`src/rtl/redir_pkg.sv`:
```
// Shared encodings for the stream redirector.
// Modes, FSM states and header field layout.
package redir_pkg;

  localparam logic [1:0] MODE_RR    = 2'd0;
  localparam logic [1:0] MODE_BCAST = 2'd1;
  localparam logic [1:0] MODE_HDR   = 2'd2;

  typedef enum logic [1:0] {
    ST_IDLE = 2'd0,
    ST_BODY = 2'd1,
    ST_DROP = 2'd2
  } state_t;

  // Header: len occupies [HDR_LEN_LSB +: LEN_BITS],
  // dst sits directly above it.
  localparam int HDR_LEN_LSB = 0;

endpackage

```
`src/rtl/redir_out_slot.sv`:
```
// One-entry registered ap_hs output slot.
// A load may coincide with a drain; new word wins.
module redir_out_slot #(
  parameter int W = 32
) (
  input  logic         clk,
  input  logic         rst,
  input  logic         load,
  input  logic [W-1:0] din,
  output logic         free,
  output logic [W-1:0] dout,
  output logic         vld,
  input  logic         ack
);

  assign free = !vld || ack;

  // Hold word until the consumer acks it.
  always_ff @(posedge clk) begin
    if (rst) begin
      vld  <= 1'b0;
      dout <= '0;
    end else if (load) begin
      vld  <= 1'b1;
      dout <= din;
    end else if (ack) begin
      vld  <= 1'b0;
    end
  end

endmodule

```
`src/rtl/data_redir_n.sv`:
```
// 1-to-N ap_hs redirector: round-robin,
// broadcast or header-routed packets.
module data_redir_n
  import redir_pkg::*;
#(
  parameter int PAYLOAD_BITS = 32,
  parameter int NUM_OUT      = 4,
  parameter int LEN_BITS     = 16
) (
  input  logic                            ap_clk,
  input  logic                            ap_rst,
  input  logic [1:0]                      cfg_mode,
  input  logic [PAYLOAD_BITS-1:0]         Input_V_V,
  input  logic                            Input_V_V_ap_vld,
  output logic                            Input_V_V_ap_ack,
  output logic [NUM_OUT*PAYLOAD_BITS-1:0] Output_V_V,
  output logic [NUM_OUT-1:0]              Output_V_V_ap_vld,
  input  logic [NUM_OUT-1:0]              Output_V_V_ap_ack,
  output logic                            ap_idle,
  output logic [15:0]                     err_drop_cnt
);

  localparam int OUT_IDX_BITS = $clog2(NUM_OUT);
  localparam logic [OUT_IDX_BITS:0] NUM_OUT_W =
    (OUT_IDX_BITS+1)'(NUM_OUT);
  localparam logic [OUT_IDX_BITS-1:0] LAST_IDX =
    OUT_IDX_BITS'(NUM_OUT-1);

  state_t                  state_q;
  state_t                  state_d;
  logic [1:0]              mode_q;
  logic [OUT_IDX_BITS-1:0] rr_ptr_q;
  logic [OUT_IDX_BITS-1:0] dst_q;
  logic [LEN_BITS-1:0]     cnt_q;
  logic [15:0]             err_q;

  logic [NUM_OUT-1:0]      slot_free;
  logic [NUM_OUT-1:0]      slot_load;
  logic                    accept;
  logic                    is_hdr;
  logic                    hdr_start;
  logic                    hdr_bad;
  logic [LEN_BITS-1:0]     hdr_len;
  logic [OUT_IDX_BITS-1:0] hdr_dst;

  assign hdr_len = Input_V_V[HDR_LEN_LSB +: LEN_BITS];
  assign hdr_dst = Input_V_V[LEN_BITS +: OUT_IDX_BITS];
  assign hdr_bad = {1'b0, hdr_dst} >= NUM_OUT_W;
  // Reserved mode 3 behaves as header mode.
  assign is_hdr  = (mode_q == MODE_HDR) || (mode_q == 2'd3);
  assign accept  = Input_V_V_ap_ack;
  assign hdr_start = accept && (state_q == ST_IDLE)
                  && is_hdr && (hdr_len != '0);

  assign ap_idle = (state_q == ST_IDLE)
                && !(|Output_V_V_ap_vld);
  assign err_drop_cnt = err_q;

  // State register.
  always_ff @(posedge ap_clk) begin
    if (ap_rst) state_q <= ST_IDLE;
    else        state_q <= state_d;
  end

  // Next-state: packets run header -> body/drop -> idle.
  always_comb begin
    state_d = state_q;
    unique case (state_q)
      ST_IDLE: begin
        if (hdr_start)
          state_d = hdr_bad ? ST_DROP : ST_BODY;
      end
      ST_BODY, ST_DROP: begin
        if (accept && cnt_q == LEN_BITS'(1))
          state_d = ST_IDLE;
      end
      default: state_d = ST_IDLE;
    endcase
  end

  // Outputs: input ack and per-slot load strobes.
  always_comb begin
    logic tgt_free;
    tgt_free  = 1'b1;
    slot_load = '0;
    unique case (state_q)
      ST_IDLE: begin
        unique case (1'b1)
          (mode_q == MODE_RR):    tgt_free = slot_free[rr_ptr_q];
          (mode_q == MODE_BCAST): tgt_free = &slot_free;
          default:                tgt_free = 1'b1;
        endcase
      end
      ST_BODY: tgt_free = slot_free[dst_q];
      default: tgt_free = 1'b1;
    endcase
    Input_V_V_ap_ack = !ap_rst && Input_V_V_ap_vld && tgt_free;
    if (Input_V_V_ap_ack) begin
      unique case (state_q)
        ST_IDLE: begin
          if (mode_q == MODE_RR)    slot_load[rr_ptr_q] = 1'b1;
          if (mode_q == MODE_BCAST) slot_load = '1;
        end
        ST_BODY: slot_load[dst_q] = 1'b1;
        default: slot_load = '0;
      endcase
    end
  end

  // Mode latch, rr pointer, packet counter, drop counter.
  always_ff @(posedge ap_clk) begin
    if (ap_rst) begin
      mode_q   <= MODE_RR;
      rr_ptr_q <= '0;
      dst_q    <= '0;
      cnt_q    <= '0;
      err_q    <= '0;
    end else begin
      if (state_q == ST_IDLE) mode_q <= cfg_mode;
      if (accept && state_q == ST_IDLE && mode_q == MODE_RR)
        rr_ptr_q <= (rr_ptr_q == LAST_IDX) ? '0
                  : rr_ptr_q + OUT_IDX_BITS'(1);
      if (hdr_start) begin
        cnt_q <= hdr_len;
        dst_q <= hdr_dst;
        if (hdr_bad && err_q != 16'hFFFF)
          err_q <= err_q + 16'd1;
      end else if (accept && state_q != ST_IDLE) begin
        cnt_q <= cnt_q - LEN_BITS'(1);
      end
    end
  end

  for (genvar k = 0; k < NUM_OUT; k++) begin : g_slot
    redir_out_slot #(.W(PAYLOAD_BITS)) u_slot (
      .clk  (ap_clk),
      .rst  (ap_rst),
      .load (slot_load[k]),
      .din  (Input_V_V),
      .free (slot_free[k]),
      .dout (Output_V_V[k*PAYLOAD_BITS +: PAYLOAD_BITS]),
      .vld  (Output_V_V_ap_vld[k]),
      .ack  (Output_V_V_ap_ack[k])
    );
  end

endmodule

```
`config.mk`:
```
export PLATFORM = sky130hd
export DESIGN_NAME = data_redir_n
export DESIGN_NICKNAME = d
export VERILOG_FILES = /design/src/rtl/redir_pkg.sv /design/src/rtl/redir_out_slot.sv /design/src/rtl/data_redir_n.sv
export SDC_FILE = /design/constraint.sdc
export NUM_CORES = 1
export LEC_CHECK = 0
export BUFFER_PORTS_ARGS = -buffer_cell sky130_fd_sc_hd__buf_2
export CAP_MARGIN = 20
export CORE_MARGIN = 5
export CORE_UTILIZATION = 25
export CTS_CLUSTER_SIZE = 14
export DETAILED_ROUTE_END_ITERATION = 7
export HOLD_SLACK_MARGIN = 0.05
export PLACE_DENSITY_LB_ADDON = 0.3
export SYNTH_ARGS = -nofsm -noshare
export SYNTH_HDL_FRONTEND = slang
export SYNTH_HIERARCHICAL = 1
export SYNTH_SLANG_ARGS = --single-unit
export TNS_END_PERCENT = 5
```
`constraint.sdc`:
```
create_clock -name ap_clk -period 2.2 [get_ports ap_clk]
set_input_delay 0.11 -clock ap_clk [delete_from_list [all_inputs] [get_ports ap_clk]]
set_output_delay 0.11 -clock ap_clk [all_outputs]
set_load 0.01 [all_outputs]
```
# After elaboration in Yosys (flattened, before gate mapping)
# Cells that the tools add are included.
[word_totals]
mem_bits_rw = 0
out_inout_bits = 150
latchBits = 0
memories = 0
wordCells = 91
ff_bits = 156
mem_bits_ro = 0
[op_classes]
bitwise_logic = 0
multipliers = 0
addsub = 2
reduce_logical = 35
n_eq_ne = 9
shift = 0
n_div = 0
n_lt_le_gt_ge = 4
mux = 28
[ops]
columns = ["cell", "count"]
rows = [
  ["2-to-1 mux 16 bit", 2],
  ["equality test 16 x 1 -> 1 bit (second input constant)", 1],
  ["nonzero test 16 bit", 1],
  ["subtractor 16 x 1 -> 16 bit (second input constant)", 1],
  ["2-to-1 mux 1 bit", 12],
  ["2-to-1 mux 4 bit", 3],
  ["nonzero test 2 bit", 6],
  ["logical AND 1 bit", 11],
  ["equality test 2 bit (second input constant)", 4],
  ["one-hot mux 4 bit (2 select lines)", 1],
  ["zero test 1 bit", 6],
  ["< comparator 2 x 3 -> 1 bit (second input constant)", 2],
  ["2-to-1 mux 2 bit", 3],
  ["logical OR 1 bit", 5],
  ["binary-select mux 1 bit (select 2 bit)", 2],
  ["demux 1 bit (select 2 bit)", 2],
  ["equality test 2 x 1 -> 1 bit (second input constant)", 2],
  ["greater-or-equal comparator 2 x 1 -> 1 bit (second input constant)", 2],
  ["zero test 2 bit", 2],
  ["!= test 2 bit (second input constant)", 2],
  ["one-hot mux 1 bit (2 select lines)", 2],
  ["one-hot mux 2 bit (2 select lines)", 1],
  ["AND reduction 4 bit", 1],
  ["OR reduction 4 bit", 1],
  ["other kinds (3)", 3],
]

# Longest topological paths before layout
# Gate-level depths: netlist (run 1).
[depth]
ltp_word = 12
ltp_mapped = 10
mapped_depth_nobuf = 8

# By module
# Netlist (run 1), hierarchy kept.
[modules_own_cells]
columns = ["mod", "area_each_um2", "n_inst", "cells_per_inst"]
rows = [
  ["redir_out_slot", 1204.9, 4, 108],
  ["data_redir_n", 1531.5, 1, 190],
]

# Worst setup path before layout (run 1)
# OpenSTA, ideal clock, no wires.
[synth_timing]
kind = "register to register"
from = "register g_slot[3].u_slot.vld"
to = "register g_slot[0].u_slot.dout[10]"
period_less_slack_ns = 1.912
path_slack_ns = 0.288
setup_ns = 0.128
arrival_ns = 1.784
n_path_buf = 2
path_stages_with_launch = 11
t_required_ns = 2.072
cell_sequence = "dfxtp_1 -> nand2b_1 -> mux4_2 -> nand2_1 -> o21ai_0 -> nand2_1 -> o21ai_0 -> buf_6 -> buf_12 -> mux2i_1 -> nor2_1"
[synth_between]
elab_chain_len = 8
[synth_rtl]
columns = ["element", "line", "source"]
rows = [
  ["start: declaration", "redir_out_slot.sv:12", "output logic vld,"],
  ["start signal: assignment", "redir_out_slot.sv:21", "vld <= 1'b0;"],
  ["start signal: assignment", "redir_out_slot.sv:24", "vld <= 1'b1;"],
  ["start signal: assignment", "redir_out_slot.sv:27", "vld <= 1'b0;"],
  ["zero test 1 bit (*)", "redir_out_slot.sv:16", "assign free = !vld || ack;"],
  ["logical OR 1 bit (*)", "redir_out_slot.sv:16", ""],
  ["via slot_free[3]", "data_redir_n.sv:37", "logic [NUM_OUT-1:0] slot_free;"],
  ["binary-select mux 1 bit (select 2 bit)", "data_redir_n.sv:89", "(mode_q == MODE_RR): tgt_free = slot_free[rr_ptr_q];"],
  ["2-to-1 mux 1 bit (implied by the code)", "data_redir_n.sv:89", ""],
  ["one-hot mux 1 bit (2 select lines)", "data_redir_n.sv:88", "unique case (1'b1)"],
  ["one-hot mux 1 bit (2 select lines) (*)", "data_redir_n.sv:86", "unique case (state_q)"],
  ["logical AND 1 bit (*)", "data_redir_n.sv:97", "Input_V_V_ap_ack = !ap_rst && Input_V_V_ap_vld && tgt_free;"],
  ["2-to-1 mux 4 bit (*)", "data_redir_n.sv:98", "if (Input_V_V_ap_ack) begin"],
  ["via slot_load[0]", "data_redir_n.sv:38", "logic [NUM_OUT-1:0] slot_load;"],
  ["end signal: assignment", "redir_out_slot.sv:25", "dout <= din;"],
  ["end: declaration", "redir_out_slot.sv:11", "output logic [W-1:0] dout,"],
]
# The timed path passes the listed nets; every way through them passes the cells marked *. The select of a mux whose other input is x is not followed.
# A chain may end at the register's enable or synchronous reset.

# Worst setup path in the final report (run 1)
[layout_timing]
from = "input Output_V_V_ap_ack[3]"
to = "output Input_V_V_ap_ack"
[layout_between]
elab_chain_len = 6
[layout_rtl]
columns = ["element", "line", "source"]
rows = [
  ["start: declaration", "data_redir_n.sv:18", "input logic [NUM_OUT-1:0] Output_V_V_ap_ack,"],
  ["logical OR 1 bit (*)", "redir_out_slot.sv:16", ""],
  ["via slot_free[3]", "data_redir_n.sv:37", ""],
  ["binary-select mux 1 bit (select 2 bit)", "data_redir_n.sv:89", ""],
  ["2-to-1 mux 1 bit (implied by the code)", "data_redir_n.sv:89", ""],
  ["one-hot mux 1 bit (2 select lines)", "data_redir_n.sv:88", ""],
  ["one-hot mux 1 bit (2 select lines) (*)", "data_redir_n.sv:86", ""],
  ["logical AND 1 bit (*)", "data_redir_n.sv:97", ""],
  ["end: declaration", "data_redir_n.sv:15", "output logic Input_V_V_ap_ack,"],
]
# Marked as above.

==> metrics.yaml, run 1 <==
min_period_ns: 2.08
io_buffer_count: 174
critPathMaxStageDelay_ns: 0.55
wl_mm: 17.8
cp.buffers_inverters: 3
grt_pass1_wl_mm: 28.1
utilization: 0.334
grt_max_degree: 67
clk_latency_ns: 0.42
timing.fmax_mhz: 481
place_ws_ns: 0.0875
drive_gt1_frac: 0.292
synth_mux_area_frac: 0.214
intPower_uw: 4700
rows: 58
fin_crit_sh: 0.944
vias: 4963
synth_seq_area_share: 0.489
cts_buffers: 17
cp-start-kind: "input port"
synth_compound_area_frac: 0.0404
grt-ovfl-total: 0
clock_skew_ns: 0.0115
synth_top_family_by_area: "multiplexers"
p_clk_frac: 0.440
placedCellCount: 1103
wire_per_inst_um: 15.2
crit_arrival_ns: 1.97
maxCapViolations: 0
drt_iter0_drc: 170
setup_ws_ns: 0.123
routed_via_density: 4.25
fin_cells: 1169
post_synth_fa_ha_maj_area_fraction: 0.0118
swShare: 0.264
cp_slowest_cell: "dlygate4sd3_1"
fillers: 2654
fp.dieArea_um2: 28700
cts_tree: "built"
power.switching_uw: 1690
timing.hold.ws_ns: 0.0761
finalSetupTns_ns: 0
final_hold_viol_count: 0
coreArea_um2: 25100
vdd_drop_max_mv: 0.509
io-pin-count: 191
clock_sinks: 155
start_util: 0.253
status: "complete, no violations"
hold_path.class: "in2reg"
synth_seq_cells: 155
cts_setup_buffers: 0
grtUsageTotal: 0.124
finalMaxSlewViolations: 0
diodes: 0
grt_pass1_vias: 4952
yosysWarnings: 6
root_buffer: "clkbuf_16"
die_h_um: 169
critPathRequiredTime_ns: 2.09
worstMarginPinSlew_ns: 0.720
firstDrtPassIters: 4
syn-instance-count: 622
synth_edf_count: 0
cp_top_family: "buffers and inverters"
antenna_found_initial: 0
syn_area_per_cell_um2: 10.2
nNetsFinal: 873
setup_viol: 0
synth_area_um2: 6350
rsz0062_at_grt: "no"
p_seq_frac: 0.461
power.density_nw_per_um2: 761
cts_max_path_buffers: 2
gp_congestion: 0.749
yosysUniqueCellTypes: 44
dp_hpwl_mm: 12.0
cp_cell_sequence: "dlygate4sd3_1 > buf_2 > nand2b_4 > mux4_2 > nand2_1 > o21ai_1 > o21ai_1 > nand2_1 > buf_2"
area_growth_pct: 32.1
max_slew_margin: 0.520
leakagePower_uw: 0.00351
ctsHtreeMaxLevel: 4
clkSlewWorstSetupHoldPaths_ns: 0.06
crit_path_end_kind: "output pin"
path_max_fanout: 5
synth_top_flop_cell: "dfxtp_1"
synth_xor_area_frac: 0.00965
drcViolationCount: 0
ys_async_sr_fraction: 0
antenna_left: 0
path_class: "in2out"
synth-simple-area-share: 0.148
p_comb_frac: 0.098
die_width_um: 169
## worst min-delay path: stages
cell and delay, ns:
buf_2 0.17, mux2i_1 0.09, nor2_1 0.07
## cell usage after synthesis, drive strengths merged, types with 2 or more instances
| library cell | n | area share |
|---|---|---|
| a2bb2oi | 2 | 0.0028 |
| nand2b | 4 | 0.0039 |
| nor3 | 4 | 0.0039 |
| o21ai | 6 | 0.0047 |
| or2 | 2 | 0.0020 |
| nand2 | 17 | 0.011 |
| buf | 43 | 0.073 |
| xor2 | 4 | 0.0055 |
| dfxtp | 155 | 0.49 |
| ha | 6 | 0.012 |
| clkbuf | 14 | 0.0083 |
| mux4 | 2 | 0.0071 |
| nand4 | 4 | 0.0049 |
| nand3 | 9 | 0.0071 |
| nand4b | 2 | 0.0028 |
| or3 | 2 | 0.0020 |
| o211ai | 3 | 0.0035 |
| a31oi | 3 | 0.0030 |
| nor2 | 149 | 0.088 |
| mux2i | 131 | 0.21 |
| a21oi | 17 | 0.013 |
| or4 | 5 | 0.0065 |
| nor4 | 8 | 0.0079 |
| inv | 10 | 0.0059 |
| xnor2 | 3 | 0.0041 |
| a211oi | 7 | 0.0091 |
## registers in the layout, summed over array words and instances (netlist names)
| signal | flops |
|---|---|
| state_q | 1 |
| cnt_q | 16 |
| mode_q | 2 |
| rr_ptr_q | 2 |
| dst_q | 2 |
| g_slot.u_slot/vld | 4 |
| g_slot.u_slot/dout | 128 |
## per-stage QoR
step | area [um^2] | total power [uW]
3_5_place_dp | 7450 | 3590
3_3_place_gp | 7450 | 3590
6_report | 8390 | 6390
4_1_cts | 8370 | 6500
2_1_floorplan | 6410 | 3380
5_1_grt | 8390 | 6700
## what timing repair did
item,CTS,global route
hold buffers,33,1
hold endpoints to repair,111,1
pin swaps,0,2
endpoints found under the setup margin,1,97
resized for setup,3,6
## cell families (layout without fill, tap and decap cells)
logic type | after synthesis | after routing
AO/OA/AOI/OAI | 41 | 41
XOR/XNOR | 7 | 7
adder cells (fa/ha/maj) | 6 | 6
multiplexers | 133 | 133
AND/OR/NAND/NOR | 212 | 212
other | 1 | 16
buffers and inverters | 67 | 269
flip-flops | 155 | 155
## final timing paths
| path | cells past startpoint | end | slack, ns | startpoint |
|---|---|---|---|---|
| setup / recovery | 9 | Input_V_V_ap_ack | 0.12 | Output_V_V_ap_ack[3] |
| hold / removal | 3 | g_slot[2].u_slot/dout[3]$_SDFFE_PP0P_ | 0.08 | Input_V_V[3] |
| setup reg to reg | 10 | g_slot[1].u_slot/dout[16]$_SDFFE_PP0P_ | 0.18 | g_slot[1].u_slot/vld$_SDFFE_PP0P_ |
| hold reg to reg | 2 | cnt_q[9]$_SDFFE_PP0P_ | 0.48 | cnt_q[9]$_SDFFE_PP0P_ |
## final cells by class
| cell class | count | area [um^2] | area share |
|---|---|---|---|
| inverter | 10 | 37.5 | 0.00448 |
| multi-input combinational | 415 | 2830 | 0.337 |
| tap | 330 | 413 | 0.0492 |
| timing repair buffer | 227 | 1440 | 0.172 |
| clock buffer | 19 | 453 | 0.0540 |
| sequential | 155 | 3110 | 0.370 |
| clock inverter | 13 | 106 | 0.0127 |
## power groups by stage
| stage | Sequential [uW] | Clock, uW | Combinational (uW) |
|---|---|---|---|
| 5_1_grt | 2950 | 3050 | 695 |
| 6_report | 2940 | 2810 | 629 |
| 4_1_cts | 2940 | 2920 | 637 |
| 3_5_place_dp | 3000 | 0 | 587 |
| 3_3_place_gp | 3010 | 0 | 586 |
| 2_1_floorplan | 3030 | 0 | 353 |
## placed cells by master, fill, tap and decap left out, types with 3 or more instances in the layout
| cell | n |
|---|---|
| conb_1 | 16 |
| dfxtp_1 | 152 |
| nand2_1 | 16 |
| xnor2_1 | 3 |
| mux2i_1 | 131 |
| or4_1 | 4 |
| nor4_1 | 8 |
| o21ai_4 | 4 |
| a211oi_1 | 6 |
| ha_1 | 6 |
| o211ai_1 | 3 |
| xor2_1 | 4 |
| buf_12 | 7 |
| nor2_1 | 149 |
| buf_4 | 13 |
| nand2b_4 | 4 |
| inv_6 | 6 |
| a31oi_1 | 3 |
| dlygate4sd3_1 | 34 |
| a21oi_1 | 17 |
| nor3_1 | 3 |
| clkbuf_16 | 17 |
| clkinvlp_4 | 5 |
| nand4_1 | 3 |
| inv_1 | 10 |
| nand3_1 | 9 |
| buf_2 | 173 |
| dfxtp_2 | 3 |
## per-layer routing
metal / vias to the layer above / global-route usage / wire length (um) / part of all wire
met5: - / 0 / 0 / 0
met4: 0 / 0.0336 / 154 / 0.0086
met3: 11 / 0.0464 / 1430 / 0.080
met2: 137 / 0.194 / 8070 / 0.45
met1: 2319 / 0.162 / 8150 / 0.46
li1: 2496 / - / - / -
Note: power is estimated with default switching activity, not from simulation.
==> inputs of run 2 (changes only) <==
Settings changed: CORE_UTILIZATION 25 to 35.
Clock period 2.2 ns to 2.25 ns, I/O delays scaled along.
==> run 2 against run 1 <==
Against the previous run: first-iteration DRC count grew 56%; sequential power fell by 2%; die area is 27% lower; power down 1.3%; clock power about the same; worst hold slack worse by 0.0061 ns; sequential share of layout area rose by 0.42 points; clock skew up 0.0029 ns; global-route usage grew 4.1 points; core utilization grew 13 points; critical endpoint is now g_slot[2].u_slot/dout[29]$_SDFFE_PP0P_; highest routed layer is now met5.
==> metrics.yaml, run 2 (synthesized netlist as in run 1, its figures left out) <==
min_to: "cnt_q[4]$_SDFFE_PP0P_"  # was g_slot[2].u_slot/dout[3]$_SDFFE_PP0P_
p_clk_frac: 0.446  # was 0.440
fp.dieArea_um2: 20900  # was 28700 um^2
root_buffer: "clkbuf_16"  # unchanged
io-pin-count: 191  # unchanged
routed_via_density: 4.68  # was 4.25
hp-start: "Input_V_V[4]"  # was Input_V_V[3]
firstDrtPassIters: 5  # was 4
setup_viol: 0  # unchanged
rr_worst_depth: 10  # unchanged
r2r_start: "g_slot[3].u_slot/vld$_SDFFE_PP0P_"  # was g_slot[1].u_slot/vld$_SDFFE_PP0P_
clk_latency_ns: 0.43  # was 0.42 ns
grt-ovfl-total: 0  # unchanged
wl_met3_mm: 1.68  # was 1.43 mm
drt_iter0_drc: 265  # was 170
regToRegSetupSlack_ns: 0.12  # was 0.18 ns
largest_reg_flops: 128  # unchanged
wl_met2_mm: 7.49  # was 8.07 mm
grtUsageTotal: 0.165  # was 0.124
clock_skew_ns: 0.0145  # was 0.0115 ns
crit_path_end_kind: "flop"  # was output pin
drcViolationCount: 0  # unchanged
final_cell_mix: "buf_2 (173), dfxtp_1 (155), nor2_1 (149)"  # was buf_2 (173), dfxtp_1 (152), nor2_1 (149)
top_layer: "met5"  # was met4
fin_crit_sh: 0.966
coreArea_um2: 17900  # was 25100 um^2
vdd_drop_max_mv: 0.519  # was 0.509 mV
path_max_fanout: 33  # was 5
placedCellCount: 1006  # was 1103
path_class: "in2reg"  # was in2out
p_total_uw: 6300  # was 6390 uW
hold_path.class: "in2reg"  # unchanged
status: "complete, no violations"  # unchanged
wl_mm: 17.1  # was 17.8 mm
grt_pass1_vias: 5063  # was 4952
grt_max_degree: 101  # was 67
drive_gt1_frac: 0.292  # about the same
r2r-end: "g_slot[2].u_slot/dout[29]$_SDFFE_PP0P_"  # was g_slot[1].u_slot/dout[16]$_SDFFE_PP0P_
rows: 49  # was 58
critPathRequiredTime_ns: 2.52  # was 2.09 ns
max_slew_margin: 0.300  # was 0.520
area_growth_pct: 30.4  # was 32.1%
vias: 5030  # was 4963
antenna_found_initial: 1  # was 0
clock_sinks: 155  # unchanged
fin_cells: 1074  # was 1169
final_hold_viol_count: 0  # unchanged
holdPathStages: 3  # unchanged
leakagePower_uw: 0.00354  # was 0.00351 uW
p_comb_frac: 0.098  # about the same
diodes: 0  # unchanged
regMostFlops: "g_slot.u_slot/dout"  # unchanged
crit_arrival_ns: 2.44  # was 1.97 ns
cts_max_path_buffers: 2  # unchanged
ctsHtreeMaxLevel: 4  # unchanged
nNetsFinal: 879  # was 873
wire_per_inst_um: 15.9  # was 15.2 um
power.density_nw_per_um2: 761  # about the same
final_common_cell: "buf_2"  # unchanged
clkSlewWorstSetupHoldPaths_ns: 0.06  # about the same
maxCapViolations: 0  # unchanged
die_width_um: 145  # was 169 um
wl_met1_mm: 7.60  # was 8.15 mm
gp_congestion: 0.816  # was 0.749
finalMaxSlewViolations: 0  # unchanged
die_h_um: 145  # was 169 um
dp_hpwl_mm: 11.7  # was 12.0 mm
start_util: 0.355  # was 0.253
worstMarginPinSlew_ns: 1.05  # was 0.720 ns
reg_top3: "g_slot.u_slot/dout: 128 flops, cnt_q: 16 flops, g_slot.u_slot/vld: 4 flops"  # unchanged
rsz0062_at_grt: "yes"  # was no
io_buffer_count: 174  # unchanged
swShare: 0.261  # was 0.264
min_period_ns: 2.17
cts_tree: "built"  # unchanged
p_seq_frac: 0.456  # was 0.461
cts_buffers: 17  # unchanged
grt_pass1_wl_mm: 27.1  # was 28.1 mm
timing.fmax_mhz: 460
antenna_left: 0  # unchanged
intPower_uw: 4650  # was 4700 uW
power.switching_uw: 1650  # was 1690 uW
cp-start-kind: "input port"  # unchanged
run 2: changes by cell type in the layout (fill, tap and decap cells not counted), sizes merged:
cell | previous run | this run
clkinvlp | 5 | 0
clkinv | 1 | 7
buf | 193 | 200
clkbuf | 19 | 17
bufinv | 0 | 1
dlygate4sd3 | 34 | 33
run 2: per-layer routing:
metal | GRT usage | vias up
met5 | 0 | -
met4 | 0.0589 | 2
met3 | 0.0661 | 25
met2 | 0.256 | 172
met1 | 0.210 | 2326
li1 | - | 2505
run 2: worst max-delay path, cell delays in order:
cell	delay, ns
buf_2	0.09
dlygate4sd3_1	0.53
nand2b_1	0.20
mux4_2	0.49
nand2_1	0.10
o21ai_2	0.07
nand2_2	0.17
buf_4	0.15
o21ai_4	0.06
buf_12	0.21
mux2i_1	0.18
nor2_1	0.06
run 2: power by group through the flow:
| stage | Combinational [uW] | Sequential, uW | Clock (uW) |
|---|---|---|---|
| final | 614 | 2870 | 2810 |
| after CTS | 618 | 2870 | 2890 |
| after global placement | 568 | 2930 | 0 |
| after detailed placement | 572 | 2930 | 0 |
| after global routing | 679 | 2880 | 3010 |
| after floorplan | 345 | 2960 | 0 |
run 2: worst max path at each step:
stage	cells after the start	slack, ns	startpoint	endpoint
2_1_floorplan	10	0.34	g_slot[3].u_slot/vld$_SDFFE_PP0P_	g_slot[0].u_slot/dout[10]$_SDFFE_PP0P_
3_3_place_gp	9	0.04	g_slot[1].u_slot/vld$_SDFFE_PP0P_	g_slot[1].u_slot/dout[24]$_SDFFE_PP0P_
3_5_place_dp	9	-0.06	g_slot[3].u_slot/vld$_SDFFE_PP0P_	g_slot[1].u_slot/dout[0]$_SDFFE_PP0P_
4_1_cts	10	0.01	g_slot[1].u_slot/vld$_SDFFE_PP0P_	g_slot[2].u_slot/dout[29]$_SDFFE_PP0P_
5_1_grt	12	-0.05	Output_V_V_ap_ack[2]	g_slot[2].u_slot/dout[2]$_SDFFE_PP0P_
6_report	12	0.08	Output_V_V_ap_ack[2]	g_slot[2].u_slot/dout[29]$_SDFFE_PP0P_
run 2: cell type report:
class                   instances  area (um^2)
multi-input cells             415         2800
clock inverters                15          154
well taps                     229          287
inverters                      10         37.5
flip-flops and latches        155         3100
fillers                      1744         9620
repair buffers                233         1470
clock buffers                  17          425
run 2: stage by stage:
step | setup slack, ns | utilization | area, um^2 | hold slack, ns | setup TNS (ns)
final | 0.0770 | 0.463 | 8280 | 0.0701 | 0
after global routing | -0.0523 | 0.463 | 8280 | 0.0955 | -0.262
after CTS | 0.0133 | 0.462 | 8260 | 0.0525 | 0
after detailed placement | -0.0564 | 0.410 | 7340 | 0.358 | -1.94
after global placement | 0.0412 | 0.410 | 7340 | 0.358 | 0
after floorplan | 0.338 | - | 6410 | 0.248 | 0
run 2: repair_timing:
item / CTS / global route
buffers inserted: 1 / 2
hold buffers: 33 / 0
gates resized for setup: 1 / 2
setup endpoints to repair: 78 / 60
endpoints found under the hold margin: 113 / 0
pin swaps: 1 / 2
cloned: 0 / 0
==> inputs of run 3 (changes only) <==
Settings changed: CORE_ASPECT_RATIO set to 1.25, REMOVE_ABC_BUFFERS set to 1.
==> run 3 against run 2 <==
Against the previous run: non-clock buffer count fell by 8; critical path depth fell by 6; flip-flop and latch count did not move; clock power rose by 7%; cell area fell by 0.14%; final cell count fell by 0.93%; register-to-register slack improved by 0.09 ns; core utilization fell by 0.21 points; count of clock-buffer cells in the layout rose by 4; wire length fell by 3.4%; power rose by 2.8%; clock skew fell by 0.0053 ns; critical endpoint is now Input_V_V_ap_ack.
==> metrics.yaml, run 3 (synthesized netlist as in run 1, its figures left out) <==
path_max_fanout: 5  # was 33
min_to: "g_slot[2].u_slot/vld$_SDFFE_PP0P_"  # was cnt_q[4]$_SDFFE_PP0P_
clock_skew_ns: 0.00914  # was 0.0145 ns
fp.dieArea_um2: 21000  # was 20900 um^2
leakagePower_uw: 0.00351  # was 0.00354 uW
antenna_found_initial: 0  # was 1
reg_top3: "g_slot.u_slot/dout: 128 flops, cnt_q: 16 flops, g_slot.u_slot/vld: 4 flops"  # unchanged
holdPathStages: 3  # unchanged
final_cell_mix: "buf_2 (173), dfxtp_1 (155), nor2_1 (149)"  # unchanged
cp_slowest_cell: "mux4_2"  # was dlygate4sd3_1
die_width_um: 130  # was 145 um
diodes: 0  # unchanged
critPathMaxStageDelay_ns: 0.54  # was 0.53 ns
ctsHtreeMaxLevel: 4  # unchanged
dp_hpwl_mm: 11.2  # was 11.7 mm
max_slew_margin: 0.523  # was 0.300
r2r_start: "rr_ptr_q[1]$_SDFFE_PP0P_"  # was g_slot[3].u_slot/vld$_SDFFE_PP0P_
die_h_um: 161  # was 145 um
drcViolationCount: 0  # unchanged
wl_mm: 16.5  # was 17.1 mm
cp_cell_sequence: "mux4_2 > nand2_1 > o21ai_0 > o21ai_0 > nand2_1 > buf_2"  # was buf_2 > dlygate4sd3_1 > nand2b_1 > mux4_2 > nand2_1 > o21ai_2 > nand2_2 > buf_4 > o21ai_4 > buf_12 > mux2i_1 > nor2_1
regToRegSetupSlack_ns: 0.21  # was 0.12 ns
cp-start-kind: "flop"  # was input port
clk_latency_ns: 0.42  # was 0.43 ns
crit_path_end_kind: "output pin"  # was flop
vdd_drop_max_mv: 0.452  # was 0.519 mV
rr_worst_depth: 8  # was 10
coreArea_um2: 18000  # was 17900 um^2
grt-ovfl-total: 0  # unchanged
firstDrtPassIters: 4  # was 5
drt_iter0_drc: 142  # was 265
drive_gt1_frac: 0.278  # was 0.292
hold_path.class: "in2reg"  # unchanged
routed_via_density: 4.70  # was 4.68
grtUsageTotal: 0.159  # was 0.165
clkSlewWorstSetupHoldPaths_ns: 0.06  # about the same
cp.buffers_inverters: 1  # was 4
min_period_ns: 2.07  # was 2.17 ns
place_ws_ns: 0.0623  # was -0.0564 ns
largest_reg_flops: 128  # unchanged
setup_ws_ns: 0.184  # was 0.0770 ns
timing.hold.ws_ns: 0.0893  # was 0.0701 ns
root_buffer: "clkbuf_16"  # unchanged
crit_path_start: "rr_ptr_q[1]$_SDFFE_PP0P_"  # was Output_V_V_ap_ack[2]
final_common_cell: "buf_2"  # unchanged
nNetsFinal: 871  # was 879
crit_arrival_ns: 1.95  # was 2.44 ns
vias: 5003  # was 5030
io_buffer_count: 174  # unchanged
maxCapViolations: 0  # unchanged
r2r-end: "g_slot[0].u_slot/dout[11]$_SDFFE_PP0P_"  # was g_slot[2].u_slot/dout[29]$_SDFFE_PP0P_
cts_setup_buffers: 0  # was 1
grt_max_degree: 155  # was 101
cts_tree: "built"  # unchanged
clock_sinks: 155  # unchanged
wire_per_inst_um: 15.5  # was 15.9 um
gp_congestion: 0.760  # was 0.816
path_class: "reg2out"  # was in2reg
worstMarginPinSlew_ns: 0.716  # was 1.05 ns
cp_top_family: "multiplexers"  # was buffers and inverters
fin_crit_sh: 0.918  # was 0.966
cts_max_path_buffers: 2  # unchanged
timing.fmax_mhz: 484  # was 460 MHz
power.density_nw_per_um2: 783  # was 761 nW/um^2
grt_pass1_wl_mm: 26.3  # was 27.1 mm
setup_viol: 0  # unchanged
hp-start: "Output_V_V_ap_ack[2]"  # was Input_V_V[4]
antenna_left: 0  # unchanged
critPathRequiredTime_ns: 2.14  # was 2.52 ns
utilization: 0.461  # was 0.463
rows: 55  # was 49
io-pin-count: 191  # unchanged
status: "complete, no violations"  # unchanged
grt_pass1_vias: 5009  # was 5063
start_util: 0.354  # was 0.355
cts_buffers: 17  # unchanged
final_hold_viol_count: 0  # unchanged
finalMaxSlewViolations: 0  # unchanged
area_growth_pct: 30.2  # was 30.4%
rsz0062_at_grt: "yes"  # unchanged
regMostFlops: "g_slot.u_slot/dout"  # unchanged
run 3: worst max path at each step:
stage	end	slack [ns]	cells past startpoint
after floorplan	g_slot[0].u_slot/dout[0]$_SDFFE_PP0P_	-2.56	8
after global placement	g_slot[1].u_slot/dout[31]$_SDFFE_PP0P_	0.11	9
after detailed placement	g_slot[3].u_slot/dout[9]$_SDFFE_PP0P_	0.06	9
after CTS	g_slot[3].u_slot/dout[9]$_SDFFE_PP0P_	0.05	9
after global routing	Input_V_V_ap_ack	-0.008	7
final	Input_V_V_ap_ack	0.18	6
run 3: worst reg2reg max path: stages, from the launching register on:
cell,delay [ns]
dfxtp_1,0.42
mux4_2,0.54
nand2_1,0.07
o21ai_0,0.11
nand2_2,0.21
o21ai_4,0.10
buf_12,0.17
mux2i_1,0.22
nor2_1,0.06
run 3: metrics by stage:
step / power (uW) / std cells / instance area (um^2) / TNS [ns]
6_report: 6470 / 1064 / 8270 / 0
3_3_place_gp: 3480 / 998 / 7290 / 0
3_5_place_dp: 3490 / 998 / 7290 / 0
2_1_floorplan: 3230 / 580 / 5890 / -337.29
5_1_grt: 6780 / 1064 / 8270 / -0.00826
4_1_cts: 6560 / 1064 / 8260 / 0
run 3: timing repair:
item / CTS / global route
hold buffers: 35 / 0
hold endpoints to repair: 134 / 0
setup endpoints to repair: 0 / 127
gates resized for setup: 0 / 4
run 3: area by class of cell:
class / count / area, um^2
fillers: 1741 / 9690
clock inverters: 10 / 166
multi-input cells: 415 / 2800
inverters: 10 / 37.5
repair buffers: 225 / 1430
clock buffers: 21 / 450
well taps: 228 / 285
flip-flops and latches: 155 / 3100
run 3: report_power, final:
| group | switching [uW] | internal, uW |
|---|---|---|
| Combinational | 332 | 262 |
| Clock | 1120 | 1890 |
| Sequential | 50.7 | 2830 |
run 3: layer usage:
layer | global-route usage | share of wire
met1 | 0.191 | 0.42
met2 | 0.266 | 0.50
met3 | 0.0526 | 0.062
met4 | 0.0524 | 0.021
met5 | 0 | 0
